--- config.mk ---
export PLATFORM = sky130hd
export DESIGN_NAME = alu_sequencer
export DESIGN_NICKNAME = d
export VERILOG_FILES = /design/src/rtl/alu_sequencer.sv
export SDC_FILE = /design/constraint.sdc
export NUM_CORES = 1
export LEC_CHECK = 0
export CAP_MARGIN = 40
export CORE_UTILIZATION = 40
export CTS_CLUSTER_DIAMETER = 40
export CTS_CLUSTER_SIZE = 25
export DETAILED_ROUTE_END_ITERATION = 12
export PLACE_DENSITY = 0.69
export SLEW_MARGIN = 20
export SYNTH_ARGS = -nofsm -noshare
export SYNTH_HDL_FRONTEND = slang
export SYNTH_SLANG_ARGS = --single-unit
--- constraint.sdc ---
create_clock -name clk -period 7.3 [get_ports clk]
set_clock_uncertainty 0.05 [all_clocks]
set_input_delay 2.19 -clock clk [delete_from_list [all_inputs] [get_ports clk]]
set_output_delay 2.19 -clock clk [all_outputs]
set_load 0.005 [all_outputs]
--- src/rtl/alu_sequencer.sv ---
// Single-issue instruction sequencer for an external ALU with ALU_LAT cycles of latency.
// Owns an 8x16 register file (r0 hard-wired to zero) and writes back one result per instruction.
module alu_sequencer #(
  parameter int ALU_LAT = 1
) (
  input  logic                clk,
  input  logic                rst,
  input  logic                instr_valid,
  output logic                instr_ready,
  input  logic [3:0]          instr_op,
  input  logic [2:0]          instr_rd,
  input  logic [2:0]          instr_rs1,
  input  logic [2:0]          instr_rs2,
  input  logic                instr_use_imm,
  input  logic [15:0]         instr_imm,
  output logic [3:0]          alu_opcode,
  output logic signed [15:0]  alu_a,
  output logic signed [15:0]  alu_b,
  input  logic [15:0]         alu_result,
  input  logic                alu_carry,
  input  logic                alu_sign,
  input  logic                alu_overflow,
  output logic [3:0]          flags,
  output logic                wb_valid,
  output logic [2:0]          wb_rd,
  output logic [15:0]         wb_data,
  input  logic [2:0]          dbg_rd_addr,
  output logic [15:0]         dbg_rd_data
);

  localparam int         DATA_W = 16;
  localparam logic [3:0] OP_NOP = 4'hF;

  typedef enum logic [1:0] {IDLE, EXEC, WB} state_t;

  state_t                    state_q;
  logic [2:0]                cnt_q;
  logic [2:0]                rd_q;
  logic signed [DATA_W-1:0]  regs_q [8];
  logic [3:0]                alu_opcode_q;
  logic signed [DATA_W-1:0]  alu_a_q;
  logic signed [DATA_W-1:0]  alu_b_q;
  logic [3:0]                flags_q;
  logic                      wb_valid_q;
  logic [2:0]                wb_rd_q;
  logic [DATA_W-1:0]         wb_data_q;

  // Operands come from the register contents before this edge's writeback.
  logic signed [DATA_W-1:0]  alu_a_d;
  logic signed [DATA_W-1:0]  alu_b_d;

  assign alu_a_d = regs_q[instr_rs1];
  assign alu_b_d = instr_use_imm ? instr_imm : regs_q[instr_rs2];

  always_ff @(posedge clk) begin
    if (!rst) begin
      state_q      <= IDLE;
      cnt_q        <= 3'd0;
      rd_q         <= 3'd0;
      alu_opcode_q <= 4'd0;
      alu_a_q      <= '0;
      alu_b_q      <= '0;
      flags_q      <= 4'd0;
      wb_valid_q   <= 1'b0;
      wb_rd_q      <= 3'd0;
      wb_data_q    <= '0;
      for (int i = 0; i < 8; i++) regs_q[i] <= '0;
    end else begin
      wb_valid_q <= 1'b0;
      case (state_q)
        IDLE: begin
          if (instr_valid && instr_op != OP_NOP) begin
            state_q      <= EXEC;
            cnt_q        <= 3'(ALU_LAT);
            rd_q         <= instr_rd;
            alu_opcode_q <= instr_op;
            alu_a_q      <= alu_a_d;
            alu_b_q      <= alu_b_d;
          end
        end
        EXEC: begin
          cnt_q <= cnt_q - 3'd1;
          if (cnt_q == 3'd1) state_q <= WB;
        end
        WB: begin
          if (rd_q != 3'd0) regs_q[rd_q] <= alu_result;
          flags_q    <= {alu_result == '0, alu_overflow, alu_sign, alu_carry};
          wb_rd_q    <= rd_q;
          wb_data_q  <= alu_result;
          wb_valid_q <= 1'b1;
          state_q    <= IDLE;
        end
        default: state_q <= IDLE;
      endcase
    end
  end

  assign instr_ready = (state_q == IDLE);
  assign alu_opcode  = alu_opcode_q;
  assign alu_a       = alu_a_q;
  assign alu_b       = alu_b_q;
  assign flags       = flags_q;
  assign wb_valid    = wb_valid_q;
  assign wb_rd       = wb_rd_q;
  assign wb_data     = wb_data_q;
  // r0 is never written and resets to zero, so a plain array read suffices.
  assign dbg_rd_data = regs_q[dbg_rd_addr];

endmodule

==> results.txt <==
----------------------------------------------------
[Outcome]
  Outcome ... completed

[Die]
  Die area ... 0.02564 mm^2
  Initial cell density of the core ... ~41%
  FP Rows ... 57
  Num ports ... around 130
  Horizontal die dimension ... between 150 and 200 um
  Die boundary height ... approximately 160 um
  Floorplan core area ... approximately 0.024 mm^2

[Setup path]
  Levels on crit path ... 5
  Origin of the worst setup path ... dbg_rd_addr[1]
  Critical setup path kind ... in2out
  Delay of the slowest critical-path stage ... approximately 0.46 ns
  Data required time at the worst endpoint ... ~5.1 ns
  Capture point of the worst path ... dbg_rd_data[4]
  Most frequent CP cell ... clkdlybuf4s50_1
  Crit path arrival time ... between 4 and 5 ns
  Endpoint class of the critical path ... primary output
  Element type at the critical path start ... input pin
  CP bufs+invs ... 3
  Capture point of the worst reg-to-reg path ... regs_q[1][5]
  FF-to-FF setup slack ... between 4 and 5 ns
  Register-to-Register Path Depth ... 6
  Cell chain of the critical path ... clkdlybuf4s50_1 -> buf_4 -> mux4_2 -> mux2_2 -> clkdlybuf4s50_1
  Kind of cell with the highest combined delay on the critical path ... buffers and inverters
  Startpoint of the lowest-slack register-to-register path ... state_q[1]
  Crit path max-delay cell type ... clkdlybuf4s50_1
  Critical Path Fanout Max ... 32

[Placement]
  Port buffer count ... roughly 130
  Last weighted congestion value of the routability-driven placer ... 0.8397
  Post-Place Cells ... between 1000 and 1500
  Estimated wirelength of the detail-placed design ... around 18000 um

[Clock network]
  Number of buffers inserted to repair setup after CTS ... 0
  Max clock buf depth ... 2
  TritonCTS Sinks ... 196
  Buffer type at the clock tree root ... clkbuf_16
  Number of resized instances in the post-cts repair step ... 0
  Inserted Clock Buffers ... 17
  Max H-tree Level ... 4
  Clock latency at the later pin of the worst-skew pair ... approximately 0.44 ns
  Hold_buf cts ... 0
  CTS tree ... done
  Clock-pin slew on the worst setup and hold paths ... 0.07 ns

[Power and ir drop]
  Power density normalized to cell area ... roughly 210 mW/mm^2
  Leak Pwr ... 4.378 nW
  Maximum VDD drop ... roughly 150 uV

[Flow run]
  Max_cap viols ... 0

[STA]
  Worst hold margin ... slightly above 0.4 ns
  Worst-Margin Slew ... about 0.9 ns
  Timing-limited maximum frequency ... 154.6 MHz
  Setup total negative slack ... 0 ns
  Final Cycle Share ... between 80% and 90%
  Final critical delay including setup and external delays ... about 6.5 ns
  Hold Violations, Final ... 0
  # setup viols final ... 0
  Max-slew headroom ... roughly 41%
  Final number of max-transition violations ... 0
  Setup repair after global routing missed its margin ... no

[Synth]
  Syn avg cell area ... between 10 and 15 um^2
  Count of cell types in the netlist ... 38
  Share of synthesized registers carrying an async set or reset ... 0%
  Cells after Synth ... ~730
  Leading cell types by total area after synthesis ... edfxtp_1 (38%), mux4_2 (22%), dfxtp_1 (14%), and2_1 (7.0%), mux2i_1 (3.2%)
  EDFF count, synth ... approximately 130
  Top-area cell type share of the netlist area ... between 30% and 40%
  Syn Std Cell Area ... about 0.01 mm^2
  Yosys top cell by area ... edfxtp_1
  Synthesized flop and latch total ... between 150 and 200
  Yosys warnings ... 0
  Share of the yosys chip area belonging to registers ... a little over half
  Ys flop type ... edfxtp_1

[Layout]
  Antenna diodes ... 0
  Fraction of the core area covered by cells at the end of the flow ... 50.77%
  Final net count ... roughly 920
  Fraction of final layout cells sized beyond drive strength 1 ... between 20% and 30%
  Number of standard cells in the layout, taps in and fillers out ... roughly 1200
  Area delta synth->final ... 23.85%
  Fillers ... 2076

[Global routing]
  Via count of the first global-routing pass ... about 6900
  First-pass GRT wire length ... approximately 40000 um
  Largest net degree at the start of global routing ... 60
  Number of antenna violations at the first check in global routing ... 0
  Global route overflow ... 0
  Total track usage ... a little over a fifth

[Drt]
  Mean number of vias per cell ... 5.663
  Routed wire per std cell ... around 22 um
  Remaining design rule violation count ... 0
  Starting DRC count in detailed routing ... a little over 700
  Drt pass-1 iters ... 5
  Via count ... 6784
  Routed WL ... 26380 um
  Number of nets with antenna violations after detailed routing ... 0

[Hold path]
  Classification of the worst-slack hold path ... reg2reg

----------------------------------------------------
==> placed cells by master, fill, tap and decap left out, drive strengths merged, types with 5 or more instances in the layout <==
cell type and instances:
a21oi 45, and2 112, buf 29, clkbuf 23
clkdlybuf4s50 126, conb 16, dfxtp 68, edfxtp 128
inv 8, mux2 16, mux2i 32, mux4 96
nand2 59, nand2b 5, nand3 35, nor2 10
nor4 5, o21ai 24, o221ai 16
==> routing by layer <==
layer	track usage, %	part of all wire (%)	routed length [um]
met1	28.97	43	11360
met2	34.53	48	12560
met3	4.130	7.4	1958
met4	7.143	1.9	495
met5	0	0	0
==> synth_stat cells (3+ instances only) <==
| master | instances |
|---|---|
| edfxtp_1 | 128 |
| o221ai_1 | 16 |
| mux2_2 | 16 |
| nor4_1 | 5 |
| nor2_1 | 6 |
| nand2_1 | 59 |
| buf_4 | 4 |
| buf_2 | 16 |
| a21oi_1 | 45 |
| dfxtp_1 | 68 |
| mux2i_1 | 32 |
| clkbuf_1 | 33 |
| o21ai_0 | 24 |
| nor2_4 | 3 |
| nand2b_1 | 5 |
| inv_1 | 3 |
| nand3_1 | 33 |
| and2_1 | 112 |
| buf_1 | 6 |
| mux4_2 | 96 |
==> metrics by stage <==
stage / setup WS [ns] / power [W] / area (um^2)
floorplan: 1.648 / 0.001483 / 10060
global placement: 0.8842 / 0.001651 / 11650
detailed placement: 0.8423 / 0.001659 / 11740
CTS: 0.8378 / 0.002652 / 12370
global route: 0.7770 / 0.002725 / 12380
finish: 0.8314 / 0.002635 / 12380
==> cell type report <==
| class | count | area, um^2 | share of cell area (%) |
|---|---|---|---|
| sequential | 196 | 5205 | 42.03 |
| clock buffer | 23 | 521.8 | 4.213 |
| tap | 324 | 405.4 | 3.273 |
| clock inverter | 9 | 107.6 | 0.8689 |
| timing repair buffer | 155 | 1528 | 12.34 |
| multi-input combinational | 487 | 4602 | 37.16 |
| inverter | 4 | 15.01 | 0.1212 |
==> worst min-delay path by stage <==
| stage | start | end | slack, ns | cells past startpoint |
|---|---|---|---|---|
| after floorplan | cnt_q[2] | state_q[1] | 0.39 | 1 |
| final | flags[2] | flags[2] | 0.41 | 2 |
| after global routing | flags[2] | flags[2] | 0.43 | 2 |
| after detailed placement | flags[2] | flags[2] | 0.40 | 2 |
| after global placement | flags[2] | flags[2] | 0.39 | 2 |
| after CTS | flags[2] | flags[2] | 0.41 | 2 |
==> worst reg2reg max path, cell delays in order, from the launching register on <==
cell,delay (ns)
dfxtp_1,0.52
and2b_1,0.25
nand3_2,0.22
nor3_2,0.17
buf_4,0.28
nand2b_1,0.61
buf_8,0.23
==> report_power, final <==
part	total, W	internal [W]	switching, W
combinational	0.000365	0.000196	0.000169
clock	0.00100	0.000578	0.000422
sequential	0.00127	0.00123	0.0000371
==> cells by family (layout without fill, tap and decap cells) <==
| kind of cell | Yosys count | count (layout) | synth area share [%] |
|---|---|---|---|
| fa+ha+maj | 2 | 2 | 0.2502 |
| other cells | 1 | 16 | 0.03750 |
| buf+inv | 64 | 191 | 2.765 |
| flops | 196 | 196 | 52.05 |
| simple gates | 236 | 236 | 13.09 |
| xor+xnor | 1 | 1 | 0.08760 |
| compound gates | 88 | 88 | 5.093 |
| mux | 144 | 144 | 26.63 |
==> registers in the layout, summed over array words and instances (netlist names) <==
signal / flops
rd_q: 3
alu_a: 16
alu_opcode: 4
cnt_q: 3
wb_rd: 3
regs_q: 128
wb_valid: 1
flags: 4
alu_b: 16
state_q: 2
wb_data: 16
Note: power is estimated with default switching activity, not from simulation.
